`config.mk`:
```
export PLATFORM = sky130hd
export DESIGN_NAME = ri5cy_ahb_mport
export DESIGN_NICKNAME = d
export VERILOG_FILES = /design/src/rtl/ri5cy_ahb_pkg.sv /design/src/rtl/ri5cy_rr_arbiter.sv /design/src/rtl/ri5cy_ahb_mport.sv
export SDC_FILE = /design/constraint.sdc
export NUM_CORES = 1
export LEC_CHECK = 0
export ABC_AREA = 1
export CORE_AREA = 2 2 114 116
export DETAILED_ROUTE_END_ITERATION = 8
export DIE_AREA = 0 0 116 118
export PLACE_DENSITY = 0.73
export REMOVE_ABC_BUFFERS = 1
export SLEW_MARGIN = 20
export SYNTH_ARGS = -nofsm -noshare
export SYNTH_HDL_FRONTEND = slang
export SYNTH_SLANG_ARGS = --single-unit
```
`constraint.sdc`:
```
create_clock -name clk -period 2.7 [get_ports clk]
set_clock_uncertainty 0.15 [all_clocks]
set_input_delay 0.54 -clock clk [delete_from_list [all_inputs] [get_ports clk]]
set_output_delay 0.54 -clock clk [all_outputs]
set_load 0.1 [all_outputs]
```
`src/rtl/ri5cy_ahb_pkg.sv`:
```
// Shared AHB-Lite types, constants and byte-enable decode for the RI5CY multi-port master.
package ri5cy_ahb_pkg;

  typedef enum logic [1:0] {
    HtransIdle   = 2'b00,
    HtransBusy   = 2'b01,
    HtransNonseq = 2'b10,
    HtransSeq    = 2'b11
  } htrans_t;

  typedef enum logic [2:0] {
    HsizeByte = 3'b000,
    HsizeHalf = 3'b001,
    HsizeWord = 3'b010
  } hsize_t;

  typedef enum logic [2:0] {
    HburstSingle = 3'b000,
    HburstIncr   = 3'b001
  } hburst_t;

  // Data access, privileged, non-bufferable, non-cacheable
  localparam logic [3:0] HPROT_DEFAULT = 4'b0011;

  typedef struct packed {
    hsize_t     size;
    logic [1:0] offset;
  } be_dec_t;

  // Map a byte-enable mask to transfer size and low address bits; odd masks fall back to word
  function automatic be_dec_t be_to_hsize(input logic [3:0] be);
    be_dec_t d;
    d.size   = HsizeWord;
    d.offset = 2'b00;
    case (be)
      4'b0011: begin d.size = HsizeHalf; d.offset = 2'b00; end
      4'b1100: begin d.size = HsizeHalf; d.offset = 2'b10; end
      4'b0001: begin d.size = HsizeByte; d.offset = 2'b00; end
      4'b0010: begin d.size = HsizeByte; d.offset = 2'b01; end
      4'b0100: begin d.size = HsizeByte; d.offset = 2'b10; end
      4'b1000: begin d.size = HsizeByte; d.offset = 2'b11; end
      default: begin d.size = HsizeWord; d.offset = 2'b00; end
    endcase
    return d;
  endfunction

endpackage

```
`src/rtl/ri5cy_rr_arbiter.sv`:
```
// Round-robin arbiter: picks the first requester at or after the pointer, advances past it.
module ri5cy_rr_arbiter #(
  parameter int unsigned N_PORTS = 2,
  localparam int unsigned IdxW   = (N_PORTS > 1) ? $clog2(N_PORTS) : 1
) (
  input  logic               clk,
  input  logic               rstn,
  input  logic [N_PORTS-1:0] req,
  input  logic               advance,
  output logic [N_PORTS-1:0] gnt,
  output logic [IdxW-1:0]    idx
);

  logic [IdxW-1:0] ptr_q, ptr_d;
  logic [IdxW-1:0] k;
  logic            found;

  // Rotating priority search starting at the pointer
  always_comb begin
    gnt   = '0;
    idx   = '0;
    k     = '0;
    found = 1'b0;
    for (int unsigned i = 0; i < N_PORTS; i++) begin
      k = IdxW'((32'(ptr_q) + i) % N_PORTS);
      if (!found && req[k]) begin
        found  = 1'b1;
        gnt[k] = 1'b1;
        idx    = k;
      end
    end
  end

  // Pointer moves one past the winner only when the grant is actually taken
  always_comb begin
    ptr_d = ptr_q;
    if (advance && found) begin
      ptr_d = IdxW'((32'(idx) + 1) % N_PORTS);
    end
  end

  // Pointer register, synchronous active-low reset
  always_ff @(posedge clk) begin
    if (!rstn) begin
      ptr_q <= '0;
    end else begin
      ptr_q <= ptr_d;
    end
  end

endmodule

```
`src/rtl/ri5cy_ahb_mport.sv`:
```
// Multi-port RI5CY-style request/grant to AHB-Lite master bridge with round-robin arbitration.
// Optional per-port error output enabled by defining RI5CY_AHB_ERR_EN.
module ri5cy_ahb_mport
  import ri5cy_ahb_pkg::*;
#(
  parameter int unsigned N_PORTS        = 2,
  parameter int unsigned AHB_ADDR_WIDTH = 32,
  parameter int unsigned AHB_DATA_WIDTH = 32
) (
  input  logic                                clk,
  input  logic                                rstn,
  input  logic [N_PORTS-1:0]                  req_i,
  input  logic [N_PORTS-1:0]                  we_i,
  input  logic [N_PORTS*4-1:0]                be_i,
  input  logic [N_PORTS*AHB_ADDR_WIDTH-1:0]   addr_i,
  input  logic [N_PORTS*AHB_DATA_WIDTH-1:0]   wdata_i,
  output logic [N_PORTS-1:0]                  gnt_o,
  output logic [N_PORTS-1:0]                  rvalid_o,
  output logic [AHB_DATA_WIDTH-1:0]           rdata_o,
`ifdef RI5CY_AHB_ERR_EN
  output logic [N_PORTS-1:0]                  err_o,
`endif
  output logic                                hsel_o,
  output logic [AHB_ADDR_WIDTH-1:0]           haddr_o,
  output logic [AHB_DATA_WIDTH-1:0]           hwdata_o,
  output logic                                hwrite_o,
  output logic [2:0]                          hsize_o,
  output logic [2:0]                          hburst_o,
  output logic [3:0]                          hprot_o,
  output logic [1:0]                          htrans_o,
  output logic                                hmastlock_o,
  output logic                                hready_o,
  input  logic [AHB_DATA_WIDTH-1:0]           hrdata_i,
  input  logic                                hreadyout_i,
  input  logic                                hresp_i
);

  localparam int unsigned IdxW = (N_PORTS > 1) ? $clog2(N_PORTS) : 1;

  logic [N_PORTS-1:0]        arb_gnt;
  logic [IdxW-1:0]           arb_idx;
  logic                      grant_en, err_block, dp_done;
  logic [3:0]                sel_be;
  logic [AHB_ADDR_WIDTH-1:0] sel_addr;
  logic [AHB_DATA_WIDTH-1:0] sel_wdata;
  logic                      sel_we;
  be_dec_t                   dec;

  logic                      dp_valid_q, dp_valid_d;
  logic [IdxW-1:0]           dp_owner_q, dp_owner_d;
  logic                      dp_we_q, dp_we_d;
  logic [AHB_DATA_WIDTH-1:0] hwdata_q, hwdata_d;

  ri5cy_rr_arbiter #(
    .N_PORTS (N_PORTS)
  ) u_arb (
    .clk     (clk),
    .rstn    (rstn),
    .req     (req_i),
    .advance (grant_en),
    .gnt     (arb_gnt),
    .idx     (arb_idx)
  );

  // An error response blocks grants for both of its cycles
  assign err_block = dp_valid_q & hresp_i;
  assign grant_en  = rstn & hreadyout_i & ~err_block & (|req_i);
  assign dp_done   = rstn & dp_valid_q & hreadyout_i;
  assign gnt_o     = arb_gnt & {N_PORTS{grant_en}};

  // Mux the prospective winner's request fields onto the address phase
  always_comb begin
    sel_be    = '0;
    sel_addr  = '0;
    sel_wdata = '0;
    sel_we    = 1'b0;
    for (int unsigned i = 0; i < N_PORTS; i++) begin
      if (arb_idx == IdxW'(i)) begin
        sel_be    = be_i[i*4 +: 4];
        sel_addr  = addr_i[i*AHB_ADDR_WIDTH +: AHB_ADDR_WIDTH];
        sel_wdata = wdata_i[i*AHB_DATA_WIDTH +: AHB_DATA_WIDTH];
        sel_we    = we_i[i];
      end
    end
  end

  assign dec         = be_to_hsize(sel_be);
  assign haddr_o     = {sel_addr[AHB_ADDR_WIDTH-1:2], dec.offset};
  assign hsize_o     = dec.size;
  assign hwrite_o    = grant_en & sel_we;
  assign htrans_o    = grant_en ? HtransNonseq : HtransIdle;
  assign hburst_o    = HburstSingle;
  assign hprot_o     = HPROT_DEFAULT;
  assign hmastlock_o = 1'b0;
  assign hsel_o      = 1'b1;
  assign hready_o    = hreadyout_i;
  assign hwdata_o    = hwdata_q;
  assign rdata_o     = (dp_done && !dp_we_q) ? hrdata_i : '0;

  // Response strobe goes to the owner of the completing data phase
  always_comb begin
    rvalid_o = '0;
    for (int unsigned i = 0; i < N_PORTS; i++) begin
      rvalid_o[i] = dp_done & (dp_owner_q == IdxW'(i));
    end
  end

`ifdef RI5CY_AHB_ERR_EN
  assign err_o = rvalid_o & {N_PORTS{hresp_i}};
`endif

  // Data phase advances only when the slave is ready; wait states hold everything
  always_comb begin
    dp_valid_d = dp_valid_q;
    dp_owner_d = dp_owner_q;
    dp_we_d    = dp_we_q;
    hwdata_d   = hwdata_q;
    if (hreadyout_i) begin
      dp_valid_d = grant_en;
      if (grant_en) begin
        dp_owner_d = arb_idx;
        dp_we_d    = sel_we;
        hwdata_d   = sel_wdata;
      end
    end
  end

  // Data-phase state registers, synchronous active-low reset
  always_ff @(posedge clk) begin
    if (!rstn) begin
      dp_valid_q <= 1'b0;
      dp_owner_q <= '0;
      dp_we_q    <= 1'b0;
      hwdata_q   <= '0;
    end else begin
      dp_valid_q <= dp_valid_d;
      dp_owner_q <= dp_owner_d;
      dp_we_q    <= dp_we_d;
      hwdata_q   <= hwdata_d;
    end
  end

endmodule
```
==> flow_summary.html <==
<table>
<tr><th>Metric</th><th>Value</th></tr>
<tr><th colspan="2">Die</th></tr>
<tr><td>I/O pin count</td><td>292</td></tr>
<tr><td>Area of the die</td><td>13700 um^2</td></tr>
<tr><td>Width of the chip</td><td>between 100 and 150 um</td></tr>
<tr><td>Row count</td><td>41</td></tr>
<tr><td>Die Y-Extent</td><td>118 um</td></tr>
<tr><td>Initial cell density of the core</td><td>0.207</td></tr>
<tr><td>Std-Cell Core Area</td><td>12400 um^2</td></tr>
<tr><th colspan="2">Status</th></tr>
<tr><td>Run status</td><td>finished, final reports clean</td></tr>
<tr><th colspan="2">GRT</th></tr>
<tr><td>Via count of the first global-routing pass</td><td>3700</td></tr>
<tr><td>Grt ovf</td><td>0</td></tr>
<tr><td>Largest net degree at the start of global routing</td><td>36</td></tr>
<tr><td>Overall Global Routing Usage</td><td>0.179</td></tr>
<tr><td>First-pass GRT wire length</td><td>19.5 mm</td></tr>
<tr><td>Initial antenna violation count</td><td>1</td></tr>
<tr><th colspan="2">Critical path</th></tr>
<tr><td>Crit path DAT</td><td>1.93 ns</td></tr>
<tr><td>Largest fanout on the critical path</td><td>16</td></tr>
<tr><td>Reg2reg setup slack</td><td>1.17 ns</td></tr>
<tr><td>Kind of launch point of the worst setup path</td><td>input pin</td></tr>
<tr><td>Critical path capture point type</td><td>primary output</td></tr>
<tr><td>Crit Path Category</td><td>in2out</td></tr>
<tr><td>Required time reported for the critical path endpoint</td><td>2.01 ns</td></tr>
<tr><th colspan="2">Drt</th></tr>
<tr><td>Via/cell ratio</td><td>~4.1</td></tr>
<tr><td>Number of design-rule violations left by the first detailed-router iteration</td><td>177</td></tr>
<tr><td>Via count</td><td>3767</td></tr>
<tr><td>Routed len/inst</td><td>13.7 um</td></tr>
<tr><td>DRT Pass-1 Iters</td><td>4</td></tr>
<tr><td>ANT nets after route</td><td>0</td></tr>
<tr><td>Final Routed Wirelength</td><td>~12 mm</td></tr>
<tr><td>Number of DRC violations after detailed routing</td><td>0</td></tr>
<tr><th colspan="2">Power and ir drop</th></tr>
<tr><td>Static Leakage</td><td>3.06 nW</td></tr>
<tr><td>PD cells</td><td>between 400 and 500 nW/um^2</td></tr>
<tr><td>Worst vdd ir</td><td>0.237 mV</td></tr>
<tr><th colspan="2">Synthesis</th></tr>
<tr><td>Sequential area share after synthesis</td><td>0.281</td></tr>
<tr><td>Post-Synth XOR/XNOR Area</td><td>0</td></tr>
<tr><td>Synthesized netlist cell count</td><td>446</td></tr>
<tr><td>Number of warnings issued by yosys</td><td>0</td></tr>
<tr><td>Adder and majority gate portion of the synthesized area</td><td>0</td></tr>
<tr><td>Synthesized area divided by synthesized cell count</td><td>5.76 um^2</td></tr>
<tr><td>Largest family of logic cells by synthesized area</td><td>simple AND/OR/NAND/NOR gates</td></tr>
<tr><td>Area fraction in compound gates after synthesis</td><td>0.196</td></tr>
<tr><td>Number of distinct library cells after synthesis</td><td>20</td></tr>
<tr><td>Netlist area before placement</td><td>2570 um^2</td></tr>
<tr><td>Share of cell area taken by muxes after synthesis</td><td>0</td></tr>
<tr><td>Post-synthesis simple-gate area fraction</td><td>0.340</td></tr>
<tr><td>Flop and latch count out of synthesis</td><td>36</td></tr>
<tr><th colspan="2">Final layout</th></tr>
<tr><td>Leading cell type in the layout, fill and taps excluded</td><td>sky130_fd_sc_hd__clkdlybuf4s50_1</td></tr>
<tr><td>Filler cells</td><td>1190</td></tr>
<tr><td>Commonest cells after routing, fill and taps aside</td><td>sky130_fd_sc_hd__clkdlybuf4s50_1 (167), sky130_fd_sc_hd__nand2_1 (154), sky130_fd_sc_hd__buf_12 (77)</td></tr>
<tr><td>Number of standard cells in the final layout excluding fillers</td><td>908</td></tr>
<tr><td>Layout Nets</td><td>910</td></tr>
<tr><td>Area Overhead vs Synth</td><td>155%</td></tr>
<tr><td>Layout cells sized above 1</td><td>0.265</td></tr>
<tr><th colspan="2">Timing</th></tr>
<tr><td>Fin crit share</td><td>0.971</td></tr>
<tr><td>Aggregate negative setup slack</td><td>0 ns</td></tr>
<tr><td>Hold Slack</td><td>0.315 ns</td></tr>
<tr><td>Maximum achievable frequency</td><td>0.381 GHz</td></tr>
<tr><td>Count of final hold-check violations</td><td>0</td></tr>
<tr><td>Final Max Slew Viols</td><td>0</td></tr>
<tr><td>Smallest setup slack after layout</td><td>0.0779 ns</td></tr>
<tr><td>RSZ-0062 raised after global routing</td><td>false</td></tr>
<tr><td>Period minus WS final</td><td>2.62 ns</td></tr>
<tr><td>Total setup violations reported at the end of the flow</td><td>0</td></tr>
<tr><th colspan="2">Placement</th></tr>
<tr><td>Count of buffers from port buffering</td><td>276</td></tr>
<tr><td>Pre-CTS WS</td><td>-0.203 ns</td></tr>
<tr><td>Total instance count after detailed placement</td><td>898</td></tr>
<tr><td>Detail Placement HPWL</td><td>about 10 mm</td></tr>
<tr><td>Weighted congestion at the end of routability-driven global placement</td><td>a little over 0.8</td></tr>
<tr><th colspan="2">Clock network</th></tr>
<tr><td>Sinks on the clock net</td><td>36</td></tr>
<tr><td>Clock H-tree levels</td><td>2</td></tr>
<tr><td>Maximum clock path buffer count</td><td>2</td></tr>
<tr><td>Number of hold-repair buffers added at the cts stage</td><td>0</td></tr>
<tr><td>Post-CTS repair timing setup buffer count</td><td>0</td></tr>
<tr><td>Total CTS buffers</td><td>5</td></tr>
<tr><td>Reg clk slew, reported paths</td><td>about 0.05 ns</td></tr>
<tr><td>Clk Latency, worst-skew pair</td><td>0.27 ns</td></tr>
<tr><td>Root buffer selected by CTS</td><td>sky130_fd_sc_hd__clkbuf_16</td></tr>
<tr><td>CTS tree</td><td>built</td></tr>
<tr><th colspan="2">Min path</th></tr>
<tr><td>Class of the most critical hold timing path</td><td>reg2reg</td></tr>
<tr><th colspan="2">Flow run</th></tr>
<tr><td>Max-cap check violation count</td><td>0</td></tr>
</table>
flip-flops by register name (all words and copies together), names as in the netlist:
signal       flops
hwdata_o        32
dp_owner_q       1
dp_valid_q       1
dp_we_q          1
u_arb.ptr_q      1
final cells by class:
cell class | instances | area [um^2] | share of cell area
multi-input combinational | 330 | 1520 | 0.232
sequential | 36 | 721 | 0.110
tap | 172 | 215 | 0.0329
clock buffer | 5 | 125 | 0.0191
inverter | 49 | 184 | 0.0281
timing repair buffer | 312 | 3760 | 0.574
antenna | 1 | 2.50 | 0.000382
clock inverter | 3 | 18.8 | 0.00287
routing by layer:
| metal | GRT usage | wire length (um) | vias to the layer above |
|---|---|---|---|
| li1 | - | - | 1930 |
| met1 | 0.221 | 4980 | 1671 |
| met2 | 0.302 | 6180 | 140 |
| met3 | 0.0453 | 921 | 26 |
| met4 | 0.0580 | 373 | 0 |
| met5 | 0 | 0 | - |
where the power goes:
group | total, W | internal [W] | switching, W
Sequential | 0.000585 | 0.000567 | 0.0000180
Combinational | 0.00162 | 0.000591 | 0.00103
Clock | 0.000569 | 0.000340 | 0.000229
synth_stat cells:
cell	instances	area, um^2
sky130_fd_sc_hd__nor2_2	6	37.5
sky130_fd_sc_hd__nor2_1	38	143
sky130_fd_sc_hd__o21ai_0	31	155
sky130_fd_sc_hd__buf_4	15	113
sky130_fd_sc_hd__inv_2	1	3.75
sky130_fd_sc_hd__buf_8	1	15.0
sky130_fd_sc_hd__nand2_1	158	593
sky130_fd_sc_hd__nand2_2	5	31.3
sky130_fd_sc_hd__inv_1	48	180
sky130_fd_sc_hd__o21ai_1	2	10.0
sky130_fd_sc_hd__a21oi_1	66	330
sky130_fd_sc_hd__or2_1	1	6.26
sky130_fd_sc_hd__nor2_4	1	11.3
sky130_fd_sc_hd__clkbuf_1	9	33.8
sky130_fd_sc_hd__buf_2	8	40.0
sky130_fd_sc_hd__nand3_1	10	50.1
sky130_fd_sc_hd__conb_1	2	7.51
sky130_fd_sc_hd__buf_6	7	78.8
sky130_fd_sc_hd__dfxtp_1	36	721
sky130_fd_sc_hd__o21a_1	1	7.51
kinds of logic after synthesis:
kind of cell	count (synthesis)
other	2
DFF	36
and+or+nand+nor	219
buffers and inverters	89
AOI/OAI and AO/OA	100
what timing repair did:
item,4_1_cts,5_1_grt
resized for setup,34,7
setup endpoints to repair,54,50
pin swaps,0,1
gates cloned,1,0
hold endpoints to repair,0,0
final timing paths:
path,startpoint,endpoint,cells past startpoint
setup / recovery,hreadyout_i,rdata_o[21],8
hold / removal,dp_we_q,dp_we_q,2
setup reg to reg,u_arb.ptr_q,hwdata_o[13],7
hold reg to reg,dp_we_q,dp_we_q,2
worst max-delay path, stage by stage:
cell	delay (ns)
sky130_fd_sc_hd__clkdlybuf4s15_1	0.30
sky130_fd_sc_hd__nand2_2	0.09
sky130_fd_sc_hd__inv_2	0.07
sky130_fd_sc_hd__nand2_2	0.05
sky130_fd_sc_hd__or2_4	0.25
sky130_fd_sc_hd__bufbuf_16	0.30
sky130_fd_sc_hd__nor2_2	0.14
sky130_fd_sc_hd__buf_12	0.19
stage by stage:
| stage | total power [W] | cell area [um^2] | util |
|---|---|---|---|
| 2_1_floorplan | 0.00150 | 2320 | - |
| 3_3_place_gp | 0.00220 | 6260 | 0.505 |
| 3_5_place_dp | 0.00221 | 6260 | 0.505 |
| 4_1_cts | 0.00281 | 6520 | 0.525 |
| 5_1_grt | 0.00290 | 6540 | 0.527 |
| 6_report | 0.00278 | 6540 | 0.527 |
No activity file was read; power rests on OpenSTA's default activity.
